--- src/rtl/enet_gmii_tx_arbiter.sv ---
// Round-robin frame arbiter and GMII TX sequencer for two byte-stream requesters.
// Adds preamble/SFD, enforces the inter-frame gap, and aborts on underrun or jabber.
module enet_gmii_tx_arbiter #(
   parameter int IFG_LEN = 12,
   parameter int MAX_LEN = 1518
) (
   input  logic       gmii_tx_clk,
   input  logic       rst,
   input  logic       tx_enable,
   input  logic       req0_valid,
   input  logic [7:0] req0_data,
   input  logic       req0_last,
   output logic       req0_ready,
   input  logic       req1_valid,
   input  logic [7:0] req1_data,
   input  logic       req1_last,
   output logic       req1_ready,
   output logic       gmii_tx_en,
   output logic       gmii_tx_er,
   output logic [7:0] gmii_txd,
   output logic       grant,
   output logic       busy,
   output logic       frame_done,
   output logic       underrun,
   output logic       jabber
);

   localparam logic [15:0] MAX_W    = 16'(MAX_LEN);
   localparam logic [15:0] IFG_LAST = 16'(IFG_LEN - 1);

   typedef enum logic [2:0] {IDLE, PRE, SFD, DATA, ERR, DRAIN, IFG} state_t;

   state_t      state, state_nxt;
   logic [2:0]  pre_cnt;
   logic [15:0] byte_cnt;
   logic [15:0] ifg_cnt;
   logic        last_grant;

   logic       g_valid, g_last, room, accept, g_ready, arb_req, arb_pick;
   logic [7:0] g_data;
   logic       en_nxt, er_nxt, frame_done_nxt, underrun_nxt, jabber_nxt;
   logic [7:0] txd_nxt;

   assign g_valid    = grant ? req1_valid : req0_valid;
   assign g_data     = grant ? req1_data  : req0_data;
   assign g_last     = grant ? req1_last  : req0_last;
   assign room       = byte_cnt < MAX_W;
   assign accept     = ((state == SFD) || (state == DATA)) && room;
   assign g_ready    = accept || (state == DRAIN);
   assign req0_ready = g_ready && !grant;
   assign req1_ready = g_ready && grant;
   assign busy       = (state != IDLE);
   assign arb_req    = tx_enable && (req0_valid || req1_valid);
   // On a tie the requester not served last wins; otherwise whoever is asking.
   assign arb_pick   = (req0_valid && req1_valid) ? ~last_grant : req1_valid;

   always_ff @(posedge gmii_tx_clk or posedge rst) begin
      if (rst) state <= IDLE;
      else     state <= state_nxt;
   end

   always_comb begin
      state_nxt = state;
      case (state)
         IDLE:      if (arb_req) state_nxt = PRE;
         PRE:       if (pre_cnt == 3'd6) state_nxt = SFD;
         SFD, DATA: begin
            if (!room || !g_valid) state_nxt = ERR;
            else if (g_last)       state_nxt = IFG;
            else                   state_nxt = DATA;
         end
         // Both error causes fire before any last byte was accepted, so drain.
         ERR:       state_nxt = DRAIN;
         DRAIN:     if (g_valid && g_last) state_nxt = IFG;
         IFG:       if (!gmii_tx_en && (ifg_cnt == IFG_LAST)) state_nxt = IDLE;
         default:   state_nxt = IDLE;
      endcase
   end

   always_comb begin
      en_nxt         = 1'b0;
      er_nxt         = 1'b0;
      txd_nxt        = 8'h00;
      frame_done_nxt = 1'b0;
      underrun_nxt   = 1'b0;
      jabber_nxt     = 1'b0;
      case (state)
         IDLE: begin
            if (arb_req) begin
               en_nxt  = 1'b1;
               txd_nxt = 8'h55;
            end
         end
         PRE: begin
            en_nxt  = 1'b1;
            txd_nxt = (pre_cnt == 3'd6) ? 8'hD5 : 8'h55;
         end
         SFD, DATA: begin
            en_nxt = 1'b1;
            if (!room) begin
               er_nxt     = 1'b1;
               jabber_nxt = 1'b1;
            end else if (!g_valid) begin
               er_nxt       = 1'b1;
               underrun_nxt = 1'b1;
            end else begin
               txd_nxt        = g_data;
               frame_done_nxt = g_last;
            end
         end
         default: ;
      endcase
   end

   always_ff @(posedge gmii_tx_clk or posedge rst) begin
      if (rst) begin
         pre_cnt    <= 3'd0;
         byte_cnt   <= 16'd0;
         ifg_cnt    <= 16'd0;
         grant      <= 1'b0;
         last_grant <= 1'b1;
         gmii_tx_en <= 1'b0;
         gmii_tx_er <= 1'b0;
         gmii_txd   <= 8'h00;
         frame_done <= 1'b0;
         underrun   <= 1'b0;
         jabber     <= 1'b0;
      end else begin
         if (state == PRE) pre_cnt <= pre_cnt + 3'd1;
         else              pre_cnt <= 3'd0;

         if (state == IDLE)           byte_cnt <= 16'd0;
         else if (accept && g_valid)  byte_cnt <= byte_cnt + 16'd1;

         // Gap counts only cycles where the line is actually idle.
         if (state != IFG)     ifg_cnt <= 16'd0;
         else if (!gmii_tx_en) ifg_cnt <= ifg_cnt + 16'd1;

         if ((state == IDLE) && arb_req) begin
            grant      <= arb_pick;
            last_grant <= arb_pick;
         end

         gmii_tx_en <= en_nxt;
         gmii_tx_er <= er_nxt;
         gmii_txd   <= txd_nxt;
         frame_done <= frame_done_nxt;
         underrun   <= underrun_nxt;
         jabber     <= jabber_nxt;
      end
   end

endmodule

--- config.mk ---
export PLATFORM = sky130hd
export DESIGN_NAME = enet_gmii_tx_arbiter
export DESIGN_NICKNAME = d
export VERILOG_FILES = /design/src/rtl/enet_gmii_tx_arbiter.sv
export SDC_FILE = /design/constraint.sdc
export NUM_CORES = 1
export LEC_CHECK = 0
export CAP_MARGIN = 20
export CORE_ASPECT_RATIO = 0.75
export CORE_MARGIN = 5
export CORE_UTILIZATION = 60
export CTS_BUF_LIST = sky130_fd_sc_hd__clkbuf_4
export DETAILED_ROUTE_END_ITERATION = 6
export GPL_TIMING_DRIVEN = 0
export HOLD_SLACK_MARGIN = 0.03
export PLACE_DENSITY = 0.93
export SETUP_SLACK_MARGIN = 0.15
export SYNTH_ARGS = -nofsm -noshare
export SYNTH_HDL_FRONTEND = slang
export SYNTH_SLANG_ARGS = --single-unit
export TNS_END_PERCENT = 10
--- constraint.sdc ---
create_clock -name gmii_tx_clk -period 4 [get_ports gmii_tx_clk]
set_input_delay 0.6 -clock gmii_tx_clk [delete_from_list [all_inputs] [get_ports gmii_tx_clk]]
set_output_delay 0.6 -clock gmii_tx_clk [all_outputs]
set_load 0.02 [all_outputs]
==> summary.md <==
| Metric | Value |
|---|---|
| Count of cell types in the netlist | 53 |
| Ys flop type | dfrtp_1 |
| Starting DRT DRC Count | 180 |
| Hold_buf cts | 0 |
| Setup WS post-layout | 0.756 ns |
| Nets@finish | ~330 |
| Clock Path Buffers | 2 |
| Core area | 4130 sq um |
| Most numerous cell in the Yosys netlist | dfrtp_1 |
| Die height | between 60 and 70 um |
| Max IR drop VDD | 0.386 mV |
| Pre-CTS WS | 1.23 ns |
| Seq/Total Area, Yosys | 0.506 |
| Die area | 5810 sq um |
| Power Total | 1.60 mW |
| Placer's final routability congestion estimate | 0.883 |
| Routed vias | 2203 |
| Leakage power | 1.36 nW |
| Clock Latency Late Sink | 0.38 ns |
| HP Class | input pin to async pin |
| CP bufs+invs | 4 |
| Setup TNS | 0 ns |
| GRT overflow | 0 |
| Synth top area share | 0.496 |
| Post-detailed-placement half-perimeter wirelength | 4330 um |
| Buffers added on ports | 39 |
| # clock sinks | 53 |
| CTS Buf Count | 5 |
| Fillers | 278 |
| Critical Path Max Stage Delay | slightly below 0.6 ns |
| Dominant cell type by area after synthesis | dfrtp_1 |
| Syn Inst Count | 258 |
| Worst Skew | 0.00721 ns |
| Worst slew pin tran | 0.642 ns |
| Mapped cell area | 2620 sq um |
| Total setup buffers inserted after CTS | 0 |
| Crit path cell chain | clkbuf_1, nor3_1, inv_1, clkbuf_1, clkdlybuf4s50_1 |
| Via density | 6.10 |
| # H-tree levels | 2 |
| Root Buffer | clkbuf_4 |
| Antenna diode instance count | 0 |
| Antenna violations before repair | 0 |
| FMAX | 308 MHz |
| Clock slew at reported path FFs | 0.15 ns |
| Slowest-stage cell, CP | clkdlybuf4s50_1 |
| Final hold slack | between 0.4 and 0.5 ns |
| Share of cells above drive strength 1 | 0.0948 |
| Final Non-Filler Cells | between 300 and 400 |
| Area of the multi-input gates | approximately 1200 sq um |
| Arr. time, crit path | 2.64 ns |
| P per Cell Area | around 500 nW/um^2 |
| Setup CP Type | flop to output port |
| Largest net degree at the start of global routing | between 40 and 50 |
| Worst Setup Start Kind | flop |
| Post-cts resize count | 0 |
| Endpoint class of the critical path | output port |
| Run status | completed |
| Routed WL | ~6100 um |
| FF+latch count, synth | 53 |
| Reg area | 1330 sq um |
| Async SR Flop Fraction | 1.00 |
| Max Slew Vio Count | 0 |
| EDFF count, synth | 0 |
| Count of final setup violators | 0 |
| Ports | 40 |
| Die Wd | 86.4 um |
| Post-route ant nets | 0 |
| Ranking of synthesized cells by area | dfrtp_1 (50%), mux2i_1 (4.6%), a21oi_1 (3.6%) |
| RSZ-0062 raised after global routing | false |
| Slew HR | 0.572 |
| First-pass GRT wire length | slightly above 10000 um |
| CP most frequent cell | clkbuf_1 |
| Crit path max fanout | 10 |
| Worst endpoint required time | 3.40 ns |
| Synthesized area per cell | ~10 sq um |
| CTS tree | done |
| Commonest cells in the netlist | dfrtp_1 (52), nor2_1 (22), a21oi_1 (19) |
| Area delta synth->final | 21.3% |
| Synth warnings | 0 |
| Critical path's top delay family | buffers and inverters |
| DRC errors left | 0 |
| Period minus WS final | 3.24 ns |
| Final Hold Violating Endpoints | 0 |
| Crit share post-route | 0.811 |
| Placed Instances | 353 |
| Syn Nets | ~290 |
| Row count | 20 |
| Pre-Repair DR Iteration Count | 4 |
| Routed WL per cell | between 15 and 20 um |
| Number of global-route vias before repair | 2192 |
| Starting Density | 0.635 |
| Number of max-cap violations | 0 |
| Gr usage total | 0.233 |
==> through the flow <==
stage	utilization	instance area (sq um)
6_report	0.771	3180
4_1_cts	0.771	3180
5_1_grt	0.771	3180
3_5_place_dp	0.752	3100
3_3_place_gp	0.747	3080
2_1_floorplan	-	2620
==> cells by family after synthesis <==
family	count (synthesis)	share of synthesized area
adder cells (fa/ha/maj)	4	0.0191
AO/OA/AOI/OAI	56	0.128
flip-flops	53	0.506
multiplexers	14	0.0544
AND/OR/NAND/NOR	104	0.233
buffers and inverters	18	0.0296
XOR/XNOR	9	0.0300
==> layout by cell type, fill, tap and decap left out, drive strengths merged, types with 5 or more instances in the layout <==
master	count
a21oi	19
clkdlybuf4s50	39
xnor2	7
nand4	5
nor3	5
mux2i	12
nand3	8
o21ai	16
nand2b	5
nand2	17
or3	11
buf	6
nor4	6
and2	7
inv	7
clkbuf	12
nor2	22
dfrtp	52
==> layout make-up <==
| class | instances | area share |
|---|---|---|
| inverter | 7 | 0.00826 |
| timing repair buffer | 40 | 0.129 |
| clock inverter | 2 | 0.0106 |
| clock buffer | 6 | 0.0142 |
| tap | 55 | 0.0216 |
| multi-input combinational | 187 | 0.383 |
| buffer | 11 | 0.0161 |
| sequential | 53 | 0.417 |
==> layer usage <==
| metal | part of all wire | track usage | up-vias |
|---|---|---|---|
| li1 | - | - | 1028 |
| met1 | 0.41 | 0.305 | 1068 |
| met2 | 0.49 | 0.389 | 93 |
| met3 | 0.080 | 0.0476 | 14 |
| met4 | 0.019 | 0.0817 | 0 |
| met5 | 0 | 0 | - |
==> registers in the layout, summed over array words and instances (netlist names) <==
name / cells
last_grant: 1
underrun: 1
byte_cnt: 16
pre_cnt: 3
jabber: 1
frame_done: 1
ifg_cnt: 16
gmii_tx_er: 1
grant: 1
gmii_tx_en: 1
state: 3
gmii_txd: 8
==> where the power goes <==
| group | internal (mW) | switching (mW) | total (mW) |
|---|---|---|---|
| Sequential | 0.616 | 0.0509 | 0.667 |
| Combinational | 0.269 | 0.365 | 0.634 |
| Clock | 0.137 | 0.165 | 0.302 |
==> path summary, 6_finish.rpt <==
kind	startpoint	to	slack [ns]	cells after the start
setup / recovery	state[2]	busy	0.76	5
hold / removal	rst	ifg_cnt[3]	0.45	2
setup reg to reg	state[2]	byte_cnt[10]	1.90	5
hold reg to reg	pre_cnt[0]	pre_cnt[0]	0.50	1
max in group asynchronous	rst	last_grant	3.00	3
min in group gmii_tx_clk	pre_cnt[0]	pre_cnt[0]	0.50	1
(Power assumes the default switching activity.)
